[src/rtl/mon_readout_ctrl.sv]
// mon_readout_ctrl: readout sequencer for the serial monitor-register chain.
// A read request latches the addressed monitor register, shifts its contents
// out MSB-first over NBITS cycles and presents the word with a one-cycle
// rdValid strobe. Strobe outputs come straight from one-hot state flops so
// they are glitch-free and independent of the inputs.

module mon_readout_ctrl #(
    parameter int NBITS = 32
) (
    input  logic             bclk,
    input  logic             rstb,
    input  logic             rdReq,
    input  logic [7:0]       rdAddr,
    output logic             busy,
    output logic             rdValid,
    output logic [NBITS-1:0] rdData,
    output logic [7:0]       addrOut,
    output logic             latchOut,
    output logic             shiftEn,
    input  logic             shiftIn
);

    // Bit counter only needs to reach NBITS-1; it never wraps within a read.
    localparam int            CW       = (NBITS > 1) ? $clog2(NBITS) : 1;
    localparam logic [CW-1:0] CNT_LAST = CW'(NBITS - 1);

    // One-hot so each strobe output is a single flop bit.
    typedef enum logic [3:0] {
        IDLE  = 4'b0001,
        LATCH = 4'b0010,
        SHIFT = 4'b0100,
        DONE  = 4'b1000
    } state_t;

    localparam int S_IDLE  = 0;
    localparam int S_LATCH = 1;
    localparam int S_SHIFT = 2;
    localparam int S_DONE  = 3;

    state_t           state_q, state_d;
    logic [7:0]       addr_q,  addr_d;
    logic [NBITS-1:0] acc_q,   acc_d;
    logic [NBITS-1:0] data_q,  data_d;
    logic [CW-1:0]    cnt_q,   cnt_d;

    // Accumulator with the current serial bit appended; used both for the
    // running shift and for the final word so the last bit is not lost.
    logic [NBITS-1:0] acc_shifted;
    assign acc_shifted = {acc_q[NBITS-2:0], shiftIn};

    // State register and datapath flops; reset aborts any read in flight.
    always_ff @(posedge bclk or negedge rstb) begin
        if (!rstb) begin
            state_q <= IDLE;
            addr_q  <= 8'h00;
            acc_q   <= '0;
            data_q  <= '0;
            cnt_q   <= '0;
        end else begin
            state_q <= state_d;
            addr_q  <= addr_d;
            acc_q   <= acc_d;
            data_q  <= data_d;
            cnt_q   <= cnt_d;
        end
    end

    // Next-state and datapath: requests are only looked at in IDLE.
    always_comb begin
        state_d = state_q;
        addr_d  = addr_q;
        acc_d   = acc_q;
        data_d  = data_q;
        cnt_d   = cnt_q;
        unique case (state_q)
            IDLE: begin
                if (rdReq) begin
                    addr_d  = rdAddr;
                    acc_d   = '0;
                    state_d = LATCH;
                end
            end
            LATCH: begin
                // Register parallel-loads on this edge; its MSB is on
                // shiftIn for the first SHIFT edge.
                cnt_d   = '0;
                state_d = SHIFT;
            end
            SHIFT: begin
                acc_d = acc_shifted;
                if (cnt_q == CNT_LAST) begin
                    data_d  = acc_shifted;
                    state_d = DONE;
                end else begin
                    cnt_d = cnt_q + 1'b1;
                end
            end
            DONE: begin
                state_d = IDLE;
            end
            default: begin
                state_d = IDLE;
            end
        endcase
    end

    // Strobes are single state bits: no decode logic between flop and pin.
    assign busy     = ~state_q[S_IDLE];
    assign latchOut = state_q[S_LATCH];
    assign shiftEn  = state_q[S_SHIFT];
    assign rdValid  = state_q[S_DONE];
    assign addrOut  = addr_q;
    assign rdData   = data_q;

    // State must always be exactly one-hot once out of reset.
    property p_onehot;
        @(posedge bclk) disable iff (!rstb) $onehot(state_q);
    endproperty
    a_onehot: assert property (p_onehot);

    // The counter must not be asked to step beyond its last value.
    property p_no_wrap;
        @(posedge bclk) disable iff (!rstb)
            (state_q == SHIFT) |-> (cnt_q <= CNT_LAST);
    endproperty
    a_no_wrap: assert property (p_no_wrap);

endmodule

[config.mk]
export PLATFORM = sky130hd
export DESIGN_NAME = mon_readout_ctrl
export DESIGN_NICKNAME = d
export VERILOG_FILES = /design/src/rtl/mon_readout_ctrl.sv
export SDC_FILE = /design/constraint.sdc
export NUM_CORES = 1
export LEC_CHECK = 0
export BUFFER_PORTS_ARGS = -buffer_cell sky130_fd_sc_hd__buf_2
export CAP_MARGIN = 0
export CORE_UTILIZATION = 35
export DETAILED_ROUTE_END_ITERATION = 16
export SKIP_CTS_REPAIR_TIMING = 1
export SLEW_MARGIN = 10
export SYNTH_ARGS = -nofsm -noshare
export SYNTH_HDL_FRONTEND = slang
export SYNTH_SLANG_ARGS = --single-unit
[constraint.sdc]
create_clock -name bclk -period 2.1 [get_ports bclk]
set_clock_uncertainty 0.05 [all_clocks]
set_input_delay 0.21 -clock bclk [delete_from_list [all_inputs] [get_ports bclk]]
set_output_delay 0.21 -clock bclk [all_outputs]
set_load 0.05 [all_outputs]
==> results by group <==
Final layout
  – Share of post-route cells with drive strength above 1: 0.3574
  – Count of nets after finishing: between 200 and 300
  – Number of fillers in the final layout: between 700 and 800
  – Area taken by flip-flops and latches: 2003 µm²
  – Area growth syn-to-layout: 22.46%
  – Area of the multi-input gates: 952.2 µm²
  – Core utilization of the finished layout: 0.4453
  – Number of inserted diodes: 0

Clock tree
  – Clock sink count: 80
  – H-Tree Depth: 3
  – Clock latency on the worst-skew pair: 0.34 ns
  – Clock slew at reported path FFs: ~0.08 ns
  – Total CTS buffers: 9
  – Deepest clock path buffer count: 2
  – TritonCTS clock tree: done
  – Cell at the root of the clock tree: sky130_fd_sc_hd__clkbuf_8

Floorplan
  – Initial core utilization: 0.3636
  – Placement Rows: 33
  – Die area: between 8000 and 9000 µm²
  – Placeable Area: 8258 µm²
  – Die X-Extent: between 90 and 100 µm
  – Overall die height: 94.63 µm
  – I/O pin cnt: 56

Synth
  – Flip-flop and latch count after synthesis: 80
  – Area of the mapped netlist: 3003 µm²
  – Fraction of the yosys area taken by sequential cells: 0.6671
  – Mean cell area of the mapped netlist: ~15 µm²
  – Most numerous cell in the Yosys netlist: sky130_fd_sc_hd__dfrtp_1
  – Post-synth ARST share: 1.000
  – Dominant cells by area after synthesis: sky130_fd_sc_hd__dfrtp_1 66%, sky130_fd_sc_hd__mux2_1 11%, sky130_fd_sc_hd__a22o_1 9.6%
  – Ys Warns: 0
  – Top cell types by occurrence after synthesis: 79 x sky130_fd_sc_hd__dfrtp_1, 33 x sky130_fd_sc_hd__a22o_1, 29 x sky130_fd_sc_hd__mux2_1
  – EDFF count, synth: 0
  – Area leader, netlist: sky130_fd_sc_hd__dfrtp_1
  – Syn nets: 208
  – Post-Syn Instances: ~190
  – Post-synth top area share: 0.6583
  – Number of different library cells in the post-synthesis netlist: 26
  – Most used DFF post-synth: sky130_fd_sc_hd__dfrtp_1

Place
  – Final HPWL from detailed placement: 3292 µm
  – GP Congestion: between 0.6 and 0.7
  – Port Buffer Count: between 50 and 60

Pwr
  – Share of total power in the clock network: 0.295
  – Fraction of power consumed by combinational cells: 0.237
  – Share of total power in sequential cells: 0.468
  – Power density relative to cell area: 1020 nW/µm²
  – Net switching power figure: 0.001257 W
  – Share of total power consumed by net switching: 0.3350
  – IR Drop Worst-Case VDD: 824.9 µV
  – Internal Pwr Total: ~0.0025 W
  – Leakage power: roughly 2.0 nW

Flow run
  – Max-cap violations: 0

Detailed routing
  – Via/cell ratio: 4.872
  – Routed vias: 1793
  – Detailed-route wire length per cell: 14.05 µm
  – Remaining routing DRC violations: 0
  – Number of routed nets with antenna violations: 0
  – Aggregate routed wire length: roughly 5200 µm
  – Violation count after the first detailed-route iteration: 52
  – Number of iterations in the first detailed-routing pass: 4

Timing
  – Setup-failing EPs final: 0
  – Transition at the pin with the smallest max-transition slack: 0.5166 ns
  – Setup tns final: 0 ns
  – Endpoints failing hold: 0
  – Final period demand of the worst path: 1.905 ns
  – Fmax: between 500 and 600 MHz
  – Worst hold slack across all endpoints: roughly 0.041 ns
  – Unrepaired setup endpoints after global routing: false
  – Period Utilization, post-route: 0.9072
  – Relative slew slack: 0.6556
  – Final slew viol count: 0

Setup path
  – Req. time, crit path: about 2.3 ns
  – RR Endpoint: cnt_q[3]
  – Worst Setup Path Type: reg2reg
  – Source of the worst register-to-register timing path: cnt_q[0]
  – CP arrival: 2.09 ns
  – Register-to-Register Setup Slack: about 0.2 ns
  – Depth of the most critical reg-to-reg path: 6
  – Biggest fanout along the worst timing path: 5
  – Kind of end point of the critical path: flop
  – Startpoint class of the critical path: flop

Global route
  – Vias in the first global route: 1733
  – Maximum number of pins on one net before global-route repair: 42
  – Initial antenna violation count: 0
  – Gr ovfl total: 0
  – Global-route wire length before repair: 8659 µm
  – Global-route total usage across every layer: 0.1291

Hold path
  – Origin of the worst min-delay path: rdAddr[0]
  – Hold Crit Class: in2reg
  – Cell count of the worst hold path: 2
  – Destination of the worst hold path: addrOut[0]

Outcome
  – Status: completed
## routing by layer
metal  up-vias  track usage  share of wire
met5         -            0              0
met4         0      0.05303          0.017
met3         7      0.04992          0.060
met2        53       0.1835           0.43
met1       888       0.1760           0.49
li1        845            -              -
## registers in the layout, summed over array words and instances (netlist names)
register	flops
addrOut	8
rdData	32
state_q	4
cnt_q	5
acc_q	31
## layout make-up
class / instances / area share
flip-flops and latches: 80 / 0.5447
multi-input cells: 100 / 0.2589
well taps: 105 / 0.03573
clock inverters: 5 / 0.01531
inverters: 5 / 0.005104
clock buffers: 10 / 0.03743
repair buffers: 63 / 0.1028
## metrics by stage
| step | total power, W | instances | instance area [µm²] | setup WS [ns] |
|---|---|---|---|---|
| floorplan | 0.002431 | 194 | 3003 | 0.1628 |
| global placement | 0.002672 | 352 | 3468 | 0.1619 |
| detailed placement | 0.002682 | 352 | 3468 | 0.1060 |
| CTS | 0.003815 | 367 | 3662 | 0.1032 |
| global route | 0.003944 | 368 | 3677 | 0.06303 |
| finish | 0.003753 | 368 | 3677 | 0.1948 |
## how the worst max path moves through the flow
stage | from | endpoint | slack, ns | cells after the start
global placement | cnt_q[0] | cnt_q[3] | 0.16 | 6
floorplan | cnt_q[0] | cnt_q[3] | 0.16 | 6
CTS | cnt_q[0] | cnt_q[3] | 0.10 | 6
detailed placement | cnt_q[0] | cnt_q[3] | 0.11 | 6
finish | cnt_q[0] | cnt_q[3] | 0.19 | 6
global route | cnt_q[0] | cnt_q[3] | 0.06 | 6
## power groups by stage
| stage | combinational [W] | sequential (W) | clock, W |
|---|---|---|---|
| 2_1_floorplan | 0.000330 | 0.00210 | 0 |
| 3_3_place_gp | 0.000889 | 0.00178 | 0 |
| 3_5_place_dp | 0.000897 | 0.00179 | 0 |
| 4_1_cts | 0.000899 | 0.00176 | 0.00116 |
| 5_1_grt | 0.000950 | 0.00178 | 0.00122 |
| 6_report | 0.000891 | 0.00176 | 0.00111 |
## cell usage in the layout, fill, tap and decap left out
master / synthesis / routed
sky130_fd_sc_hd__dfrtp_1: 79 / 79
sky130_fd_sc_hd__buf_2: 3 / 54
sky130_fd_sc_hd__a22o_1: 33 / 33
sky130_fd_sc_hd__mux2_1: 29 / 29
sky130_fd_sc_hd__mux2_2: 12 / 12
sky130_fd_sc_hd__clkbuf_8: 0 / 10
sky130_fd_sc_hd__inv_1: 5 / 5
sky130_fd_sc_hd__buf_4: 0 / 5
sky130_fd_sc_hd__nor2b_1: 3 / 3
sky130_fd_sc_hd__buf_12: 0 / 3
sky130_fd_sc_hd__and3_1: 2 / 2
sky130_fd_sc_hd__nor2_1: 2 / 2
sky130_fd_sc_hd__nand2_1: 2 / 2
sky130_fd_sc_hd__ha_1: 2 / 2
sky130_fd_sc_hd__clkinv_2: 0 / 2
sky130_fd_sc_hd__nor4b_4: 1 / 1
sky130_fd_sc_hd__and3b_1: 1 / 1
sky130_fd_sc_hd__o21ai_2: 0 / 1
sky130_fd_sc_hd__o21ai_0: 3 / 1
sky130_fd_sc_hd__or3_1: 1 / 1
sky130_fd_sc_hd__a21o_1: 1 / 1
sky130_fd_sc_hd__nor3b_2: 0 / 1
sky130_fd_sc_hd__o21ai_1: 0 / 1
sky130_fd_sc_hd__nand2_2: 1 / 1
sky130_fd_sc_hd__nand3_1: 1 / 1
sky130_fd_sc_hd__nor4b_1: 1 / 1
sky130_fd_sc_hd__a211o_1: 1 / 1
sky130_fd_sc_hd__o211a_1: 1 / 1
sky130_fd_sc_hd__a21oi_1: 1 / 1
sky130_fd_sc_hd__o22a_1: 1 / 1
sky130_fd_sc_hd__clkinvlp_4: 0 / 1
sky130_fd_sc_hd__inv_6: 0 / 1
sky130_fd_sc_hd__bufinv_16: 0 / 1
sky130_fd_sc_hd__dlygate4sd3_1: 0 / 1
sky130_fd_sc_hd__dfstp_2: 1 / 1
## cell families (layout without fill, tap and decap cells)
family,Yosys count,count (layout),synth area share
fa+ha+maj,2,2,0.008332
buf+inv,14,83,0.01875
simple gates,16,16,0.03750
compound gates,41,41,0.1146
mux,41,41,0.1537
flops,80,80,0.6671
## worst max-delay path, stage by stage, from the launching register on
cell                      delay, ns
sky130_fd_sc_hd__dfrtp_1       0.40
sky130_fd_sc_hd__ha_1          0.23
sky130_fd_sc_hd__and3_1        0.19
sky130_fd_sc_hd__ha_1          0.24
sky130_fd_sc_hd__nor3b_2       0.22
sky130_fd_sc_hd__o21ai_1       0.16
sky130_fd_sc_hd__a211o_1       0.31
(Power assumes the default switching activity.)
